[src/rtl/music_seq_ctl.sv]
// Score sequencer: walks an external score ROM at a selectable tempo and drives tone-generator divisors.
// Optional HARMONY_EN: left channel one octave below the right instead of mono.
module music_seq_ctl #(
    parameter int ADDR_W   = 6,
    parameter int BEAT_CYC = 25_000_000,
    parameter int GAP_CYC  = 1_000_000
) (
    input  logic              clk_100mhz,
    input  logic              rst_n,
    input  logic              start,
    input  logic              pause,
    input  logic              stop,
    input  logic              loop_en,
    input  logic [1:0]        tempo,
    input  logic [3:0]        score_letter,
    input  logic [1:0]        score_octave,
    output logic [ADDR_W-1:0] score_addr,
    output logic [21:0]       note_div_right,
    output logic [21:0]       note_div_left,
    output logic [3:0]        letter,
    output logic              playing,
    output logic              done
);
    localparam int BC_W = $clog2(BEAT_CYC + 1);
    localparam logic [BC_W-1:0] BEAT_L = BC_W'(BEAT_CYC);
    localparam logic [BC_W-1:0] GAP_L  = BC_W'(GAP_CYC);
    localparam logic [21:0]     DIV_RST = 22'd191109;

    typedef enum logic [1:0] {S_IDLE, S_PLAY, S_PAUSE} state_t;

    state_t            r_state, w_state_nxt;
    logic [ADDR_W-1:0] r_addr, w_addr_nxt;
    logic [BC_W-1:0]   r_bc, w_bc_nxt;
    logic              r_done, w_done_nxt;
    logic [3:0]        r_letter;
    logic [21:0]       r_div_r, r_div_l;

    logic [BC_W-1:0]   w_beat_len;
    logic              w_last, w_win, w_is_note, w_is_end, w_sound;
    logic [17:0]       w_base;
    logic [21:0]       w_half;

    assign w_beat_len = BEAT_L >> tempo;
    // >= (not ==) so a tempo speed-up past the current count still ends the step
    assign w_last     = (r_bc >= (w_beat_len - BC_W'(1)));
    assign w_win      = (r_bc < (w_beat_len - GAP_L));
    assign w_is_note  = (score_letter >= 4'd1) && (score_letter <= 4'd7);
    assign w_is_end   = (score_letter == 4'd15);

    always_comb begin
        w_base = 18'd191110;
        case (score_letter[2:0])
            3'd1:    w_base = 18'd191110;
            3'd2:    w_base = 18'd170265;
            3'd3:    w_base = 18'd151685;
            3'd4:    w_base = 18'd143172;
            3'd5:    w_base = 18'd127551;
            3'd6:    w_base = 18'd113636;
            3'd7:    w_base = 18'd101239;
            default: w_base = 18'd191110;
        endcase
    end

    always_comb begin
        w_half = 22'(w_base);
        case (score_octave)
            2'd0:    w_half = 22'(w_base) << 1;
            2'd1:    w_half = 22'(w_base);
            2'd2:    w_half = 22'(w_base) >> 1;
            default: w_half = 22'(w_base) >> 2;
        endcase
    end

    always_comb begin
        w_state_nxt = r_state;
        w_addr_nxt  = r_addr;
        w_bc_nxt    = r_bc;
        w_done_nxt  = 1'b0;
        case (r_state)
            S_IDLE: begin
                if (stop) begin
                    w_addr_nxt = '0;
                    w_bc_nxt   = '0;
                end else if (start) begin
                    w_state_nxt = S_PLAY;
                    w_addr_nxt  = '0;
                    w_bc_nxt    = '0;
                end
            end
            S_PLAY: begin
                if (stop) begin
                    w_state_nxt = S_IDLE;
                    w_addr_nxt  = '0;
                    w_bc_nxt    = '0;
                end else if (pause) begin
                    w_state_nxt = S_PAUSE;
                end else if (w_is_end && (r_bc == '0)) begin
                    // end marker costs one cycle; bc stays 0 for the next step
                    w_addr_nxt = '0;
                    if (!loop_en) begin
                        w_state_nxt = S_IDLE;
                        w_done_nxt  = 1'b1;
                    end
                end else if (w_last) begin
                    w_addr_nxt = r_addr + ADDR_W'(1);
                    w_bc_nxt   = '0;
                end else begin
                    w_bc_nxt = r_bc + BC_W'(1);
                end
            end
            S_PAUSE: begin
                if (stop) begin
                    w_state_nxt = S_IDLE;
                    w_addr_nxt  = '0;
                    w_bc_nxt    = '0;
                end else if (pause || start) begin
                    w_state_nxt = S_PLAY;
                end
            end
            default: begin
                w_state_nxt = S_IDLE;
                w_addr_nxt  = '0;
                w_bc_nxt    = '0;
            end
        endcase
    end

    // Only sound while staying in PLAY, so stop/pause silence the output on the same edge
    assign w_sound = (r_state == S_PLAY) && (w_state_nxt == S_PLAY) && w_is_note && w_win;

    always_ff @(posedge clk_100mhz or negedge rst_n) begin
        if (!rst_n) begin
            r_state  <= S_IDLE;
            r_addr   <= '0;
            r_bc     <= '0;
            r_done   <= 1'b0;
            r_letter <= 4'd0;
            r_div_r  <= DIV_RST;
            r_div_l  <= DIV_RST;
        end else begin
            r_state  <= w_state_nxt;
            r_addr   <= w_addr_nxt;
            r_bc     <= w_bc_nxt;
            r_done   <= w_done_nxt;
            r_letter <= w_sound ? score_letter : 4'd0;
            if (w_sound) begin
                r_div_r <= w_half - 22'd1;
`ifdef HARMONY_EN
                r_div_l <= (w_half << 1) - 22'd1;
`else
                r_div_l <= w_half - 22'd1;
`endif
            end
        end
    end

    assign score_addr     = r_addr;
    assign note_div_right = r_div_r;
    assign note_div_left  = r_div_l;
    assign letter         = r_letter;
    assign playing        = (r_state == S_PLAY);
    assign done           = r_done;
endmodule

[config.mk]
export PLATFORM = sky130hd
export DESIGN_NAME = music_seq_ctl
export DESIGN_NICKNAME = d
export VERILOG_FILES = /design/src/rtl/music_seq_ctl.sv
export SDC_FILE = /design/constraint.sdc
export NUM_CORES = 1
export LEC_CHECK = 0
export ABC_CLOCK_PERIOD_IN_PS = 2800
export BUFFER_PORTS_ARGS = -buffer_cell sky130_fd_sc_hd__buf_2
export CAP_MARGIN = 0
export CELL_PAD_IN_SITES_DETAIL_PLACEMENT = 0
export CELL_PAD_IN_SITES_GLOBAL_PLACEMENT = 2
export CORE_ASPECT_RATIO = 2
export CORE_UTILIZATION = 30
export DETAILED_ROUTE_END_ITERATION = 8
export PLACE_DENSITY = 0.8
export SLEW_MARGIN = 30
export SYNTH_ARGS = -nofsm -noshare
export SYNTH_HDL_FRONTEND = slang
export SYNTH_SLANG_ARGS = --single-unit
[constraint.sdc]
create_clock -name clk_100mhz -period 2.8 [get_ports clk_100mhz]
set_input_delay 0.14 -clock clk_100mhz [delete_from_list [all_inputs] [get_ports clk_100mhz]]
set_output_delay 0.14 -clock clk_100mhz [all_outputs]
set_load 0.005 [all_outputs]
## Word-level counts from Yosys, hierarchy flattened

Cells that the tools add are included.

- Magnitude comparators: 4
- Reduce and logical (&&, ||, !) cells: 11
- Add/sub/neg operators: 5
- Multiplexer cells: 33
- Equality and inequality tests: 17
- Shift-type cells: 1

Operator list:

| cell | number |
|---|---|
| $mux W25 | 7 |
| $pmux W18 S6 | 1 |
| $pmux W25 S3 | 1 |
| $pmux W19 S3 | 1 |
| $mux W6 | 7 |
| $add A25 B1 Y25 const B | 1 |
| $ge A25 B25 Y1 | 1 |
| $logic_not A25 Y1 | 1 |
| $lt A25 B25 Y1 | 1 |
| $shr A25 B2 Y25 const A | 1 |
| $sub A25 B1 Y25 const B | 1 |
| $sub A25 B20 Y25 const B | 1 |
| $sub A22 B1 Y22 const B | 1 |
| $pmux W6 S3 | 1 |
| $mux W2 | 8 |
| $eq A3 B3 Y1 const B | 4 |
| $ne A3 B3 Y1 const B | 3 |
| $reduce_and A4 Y1 | 2 |
| $add A6 B1 Y6 const B | 1 |
| $eq A2 B1 Y1 const B | 3 |
| $eq A3 B2 Y1 const B | 2 |
| $pmux W2 S3 | 1 |
| $logic_and A1 B1 Y1 | 5 |
| $mux W1 | 5 |
| 9 further kinds | 11 |

- Word-level logic and storage cells: 77
- Input bits: 14
- Output and inout bits: 56
- Register bits after elaboration: 60

## Depth between registers and ports, before layout

- Depth after elaboration: 11
- Depth in mapped cells: 14
- Depth with buffers taken out: 13

## Worst setup path after synthesis

No wires, ideal clock.

- Kind: in2reg
- Start point: input port tempo[0]
- End point: register r_bc[16]
- Data required time: 2.674 ns
- Setup slack: -0.005 ns
- Library setup time: 0.126 ns
- Cell stages on the path: 12
- Arrival time: 2.679 ns
- Path buffers: 1
- Cell sequence: inv_1 > ha_1 > inv_1 > ha_1 > ha_1 > nand4_1 > o31a_1 > or4_4 > a21oi_4 > nor3_2 > buf_6 > a221o_1

- Longest elaborated chain between the ends: 8

Ends and longest elaborated chain:

| item | line | text |
|---|---|---|
| start: declaration | 14 | `input logic [1:0] tempo,` |
| $shr A25 B2 Y25 | 43 | `assign w_beat_len = BEAT_L >> tempo;` |
| $sub A25 B1 Y25 | 45 | `assign w_last = (r_bc >= (w_beat_len - BC_W'(1)));` |
| $ge A25 B25 Y1 | 45 |  |
| $mux W25 | 104 | `end else if (w_last) begin` |
| $mux W25 | 97 | `end else if (w_is_end && (r_bc == '0)) begin` |
| $mux W25 | 95 | `end else if (pause) begin` |
| $mux W25 | 91 | `if (stop) begin` |
| $pmux W25 S3 | 79 | `case (r_state)` |
| end signal: assignment | 143 | `r_bc <= w_bc_nxt;` |
| end: declaration | 33 | `logic [BC_W-1:0] r_bc, w_bc_nxt;` |

No other way between the ends. The select of a mux whose other input is x is not followed.
A chain may end at the register's enable or synchronous reset.

## Worst setup path after layout

- Start point: register r_bc[5]
- End point: register r_bc[10]

- Longest elaborated chain between the ends: 6
- Elaborated cells on any way between the ends: 11
- Those cells by class: add/sub: 1; order compare: 1; eq/ne: 1; mux: 5; reduce/logical: 3

Ends and longest elaborated chain:

| item | line |
|---|---|
| $add A25 B1 Y25 or $ge A25 B25 Y1 (tied branches) | 108, 45 |
| $mux W25 | 104 |
| $mux W25 | 97 |
| $mux W25 | 95 |
| $mux W25 | 91 |
| $pmux W25 S3 | 79 |

Parallel ways exist; a longest one is shown, timed or not. The select of a mux whose other input is x is not followed.

==> summary.md <==
| Metric | Value |
|---|---|
| Quantity of I/O buffers inserted on ports | `slightly below 70` |
| Highest-count cells in the layout ignoring fill and taps | `88 x sky130_fd_sc_hd__buf_4, 69 x sky130_fd_sc_hd__buf_2, 49 x sky130_fd_sc_hd__nor2_1, 47 x sky130_fd_sc_hd__dfrtp_1, 46 x sky130_fd_sc_hd__nand2_1` |
| Count of mapped cells out of synthesis | `around 600` |
| Count of yosys warnings during synthesis | `0` |
| Least-Margin Pin Slew | `~0.8 ns` |
| Post-route worst hold slack | `-0.0415 ns` |
| Effective utilization at floorplan | `30.6%` |
| Average wire per standard cell | `~19 um` |
| Total GRT Usage | `a little over a fifth` |
| Global-route wire length before repair | `~27000 um` |
| Mapped Area | `0.00510 sq mm` |
| Launch point of the worst path | `r_bc[5]$_DFFE_PN0P_` |
| Synth-to-layout area growth | `28.2%` |
| Total of flip-flops plus latches after synthesis | `60` |
| Reg-to-Reg Start | `r_bc[5]$_DFFE_PN0P_` |
| Number of endpoints with negative hold slack in the final report | `15` |
| Worst relative slew slack | `roughly 45%` |
| Data required time of the worst path | `between 3 and 4 ns` |
| FMAX | `around 0.36 GHz` |
| Count of standard-cell rows | `67` |
| Dominant synthesized flop cell | `sky130_fd_sc_hd__dfrtp_1` |
| Clock period minus final worst setup slack | `approximately 2.8 ns` |
| Inserted Clock Buffers | `9` |
| Clock sink count | `60` |
| Worst-skew pair later-pin latency | `approximately 0.34 ns` |
| Path category of the worst min-delay check | `input port to async pin` |
| Wire length after detailed routing | `roughly 18000 um` |
| Crit. path cell count | `8` |
| CP Buf/Inv Count | `1` |
| Count of distinct cell types in the synthesized netlist | `73` |
| Master cell of the clock root buffer | `sky130_fd_sc_hd__clkbuf_16` |
| Signal arrival time at the worst endpoint | `between 2 and 3 ns` |
| CTS tree | `built` |
| Max-capacitance violation count | `0` |
| Violations in the final reports | `negative hold slack` |
| Remaining routing DRC violations | `0` |
| Category of the most critical setup path | `flip-flop to flip-flop` |
| Maximum number of pins on one net before global-route repair | `between 60 and 70` |
| Total of endpoints with negative setup slack in the final report | `0` |
| Width of the die | `about 94 um` |
| Proportion of layout cells with a drive suffix above 1 | `~29%` |
| Vias | `~5100` |
| Critical Path Fanout Max | `10` |
| Total power density per cell area | `around 450 mW/mm^2` |
| Area of the placeable core | `0.0167 sq mm` |
| Cell depth of the worst flop-to-flop path | `8` |
| CP peak stage delay | `between 0.5 and 0.6 ns` |
| Crit start category | `flip-flop` |
| Category of cells accounting for the largest share of critical-path delay | `compound AO/OA/AOI/OAI gates` |
| GRT Residual Overflow | `0` |
| Detailed Routing Iterations Pass 1 | `5` |
| Worst-case clock buffer depth | `2` |
| HPWL Detailed | `between 10000 and 15000 um` |
| Final worst-path cycle share | `between 90% and 100%` |
| Worst voltage drop across the vdd grid | `about 220 uV` |
| Top Ports | `70` |
| Die H | `~190 um` |
| Antenna-violating nets left | `0` |
| Clk_skew | `around 0.011 ns` |
| Post-synth ARST share | `100%` |
| CP endpoint kind | `flip-flop` |
| Commonest non-fill, non-tap cell in the layout | `sky130_fd_sc_hd__buf_4` |
| Count of flip-flops with a built-in enable after synthesis | `0` |
| Layout Nets | `787` |
| H-tree Lvls | `3` |
| Full die area | `roughly 0.018 sq mm` |
| Critical path cell sequence | `ha_1 -> nand4_1 -> o31a_1 -> or4_4 -> a21oi_4 -> nor3_2 -> buf_4 -> a221o_1` |
| Clock transition at the register clock pins on the worst setup and hold paths after CTS | `roughly 0.060 ns` |
| RD Place Congestion | `about 0.94` |
| Via count of the first global-routing pass | `~5200` |
| Vias per inst | `5.41` |
| Post-Place Cell Area | `slightly above 0.006 sq mm` |
| Average footprint of a synthesized cell | `between 8 and 9 sq um` |
| Fin area | `0.00654 sq mm` |
| Utilization after layout | `39.2%` |
| Inserted Diodes | `0` |
| Antenna violations before repair | `0` |
| Number of design-rule violations left by the first detailed-router iteration | `365` |
| Fin. max-slew vios | `0` |
| Status | `finished, violations left` |
| Critical-path cell with the highest stage delay | `sky130_fd_sc_hd__or4_4` |
| Portion of the post-synthesis area used by sequential elements | `29.7%` |
| Leakage | `approximately 3.1 nW` |
-- worst paths after layout --
kind / end / slack, ns
hold / removal: note_div_left[3]$_DFFE_PN0P_ / -0.04
min in group clk_100mhz: done$_DFF_PN0_ / 0.06
hold reg to reg: note_div_left[6]$_DFFE_PN0P_ / 0.50
setup reg to reg: r_bc[10]$_DFFE_PN0P_ / 0.04
max in group asynchronous: r_bc[8]$_DFFE_PN0P_ / 2.24
setup / recovery: r_bc[10]$_DFFE_PN0P_ / 0.04
-- synth_stat cells, types with 4 or more instances --
master	n	area, sq um
sky130_fd_sc_hd__o31ai_1	8	60.1
sky130_fd_sc_hd__dfrtp_1	51	1280
sky130_fd_sc_hd__a221oi_1	8	70.1
sky130_fd_sc_hd__and4_1	4	35.0
sky130_fd_sc_hd__mux2i_1	6	60.1
sky130_fd_sc_hd__o22ai_1	8	50.1
sky130_fd_sc_hd__nor2_1	49	184
sky130_fd_sc_hd__nand2_1	46	173
sky130_fd_sc_hd__xnor2_1	11	96.3
sky130_fd_sc_hd__and2_1	5	31.3
sky130_fd_sc_hd__a211oi_1	4	30.0
sky130_fd_sc_hd__a22o_1	9	78.8
sky130_fd_sc_hd__clkbuf_1	23	86.3
sky130_fd_sc_hd__and3_1	7	43.8
sky130_fd_sc_hd__nor3_1	19	95.1
sky130_fd_sc_hd__buf_4	23	173
sky130_fd_sc_hd__a21oi_1	40	200
sky130_fd_sc_hd__a31oi_1	5	31.3
sky130_fd_sc_hd__dfstp_2	9	236
sky130_fd_sc_hd__a221o_1	4	40.0
sky130_fd_sc_hd__o21ai_1	9	45.0
sky130_fd_sc_hd__o21ai_0	21	105
sky130_fd_sc_hd__mux2_1	16	180
sky130_fd_sc_hd__nor4_1	14	87.6
sky130_fd_sc_hd__a21o_1	5	37.5
sky130_fd_sc_hd__nand3_1	20	100
sky130_fd_sc_hd__inv_1	33	124
sky130_fd_sc_hd__nand4_1	10	62.6
sky130_fd_sc_hd__ha_1	51	638
sky130_fd_sc_hd__o211ai_1	6	45.0
sky130_fd_sc_hd__nand2b_1	6	37.5
sky130_fd_sc_hd__nor2b_1	10	62.6
-- power by group --
group | leakage [nW] | switching, W | internal, W
combinational | 2.13 | 0.000378 | 0.000359
clock | 0.147 | 0.000410 | 0.000712
sequential | 0.778 | 0.0000708 | 0.00101
-- per-layer routing --
| layer | track usage [%] | wire length [um] | vias to the layer above |
|---|---|---|---|
| met5 | 0 | 0 | - |
| met4 | 17.2 | 1390 | 0 |
| met3 | 3.34 | 589 | 62 |
| met2 | 40.1 | 10200 | 146 |
| met1 | 18.2 | 5670 | 2408 |
| li1 | - | - | 2438 |
-- worst register-to-register path, cell delays in order, from the launching register on --
cell and delay [ns]:
sky130_fd_sc_hd__dfrtp_2 0.49, sky130_fd_sc_hd__ha_1 0.34, sky130_fd_sc_hd__nand4_1 0.15, sky130_fd_sc_hd__o31a_1 0.33
sky130_fd_sc_hd__or4_4 0.55, sky130_fd_sc_hd__a21oi_4 0.23, sky130_fd_sc_hd__nor3_2 0.08, sky130_fd_sc_hd__buf_4 0.16
sky130_fd_sc_hd__a221o_1 0.32
-- state kept, by name, summed over array words and instances (netlist names) --
register,count
r_state,2
letter,4
r_bc,25
done,1
score_addr,6
note_div_left,22
-- stage by stage --
stage	total power, W	TNS, ns	worst slack (ns)	cells
final	0.00294	0	0.0387	934
after global routing	0.00312	-0.00381	-0.00381	934
after CTS	0.00298	0	0.0226	931
after detailed placement	0.00183	-8.53	-0.287	914
after global placement	0.00182	-4.22	-0.157	914
after floorplan	0.00156	0	0.0116	603
-- kinds of logic (layout without fill, tap and decap cells) --
logic type / count (synthesis) / in the layout / share of synthesized area [%]
other: 1 / 2 / 0.0735
adder cells (fa/ha/maj): 51 / 51 / 12.5
AO/OA/AOI/OAI: 157 / 157 / 20.8
flip-flops: 60 / 60 / 29.7
buffers and inverters: 89 / 213 / 8.76
XOR/XNOR: 14 / 14 / 2.40
AND/OR/NAND/NOR: 206 / 206 / 20.6
multiplexers: 24 / 24 / 5.15
-- area by class of cell --
type / instances / area (sq um)
Clock buffer: 12 / 246
Sequential cell: 60 / 1520
Tap cell: 207 / 259
Timing Repair Buffer: 162 / 1100
Clock inverter: 4 / 48.8
Fill cell: 1696 / 10100
Inverter: 35 / 131
Multi-Input combinational cell: 454 / 3240
-- repair_timing --
action | 4_1_cts | 5_1_grt
setup buffers | 0 | 2
resized for setup | 0 | 19
hold endpoints to repair | 1 | 0
endpoints found under the setup margin | 0 | 35
hold buffers | 1 | 0
Power figures use the tool's default switching activity.
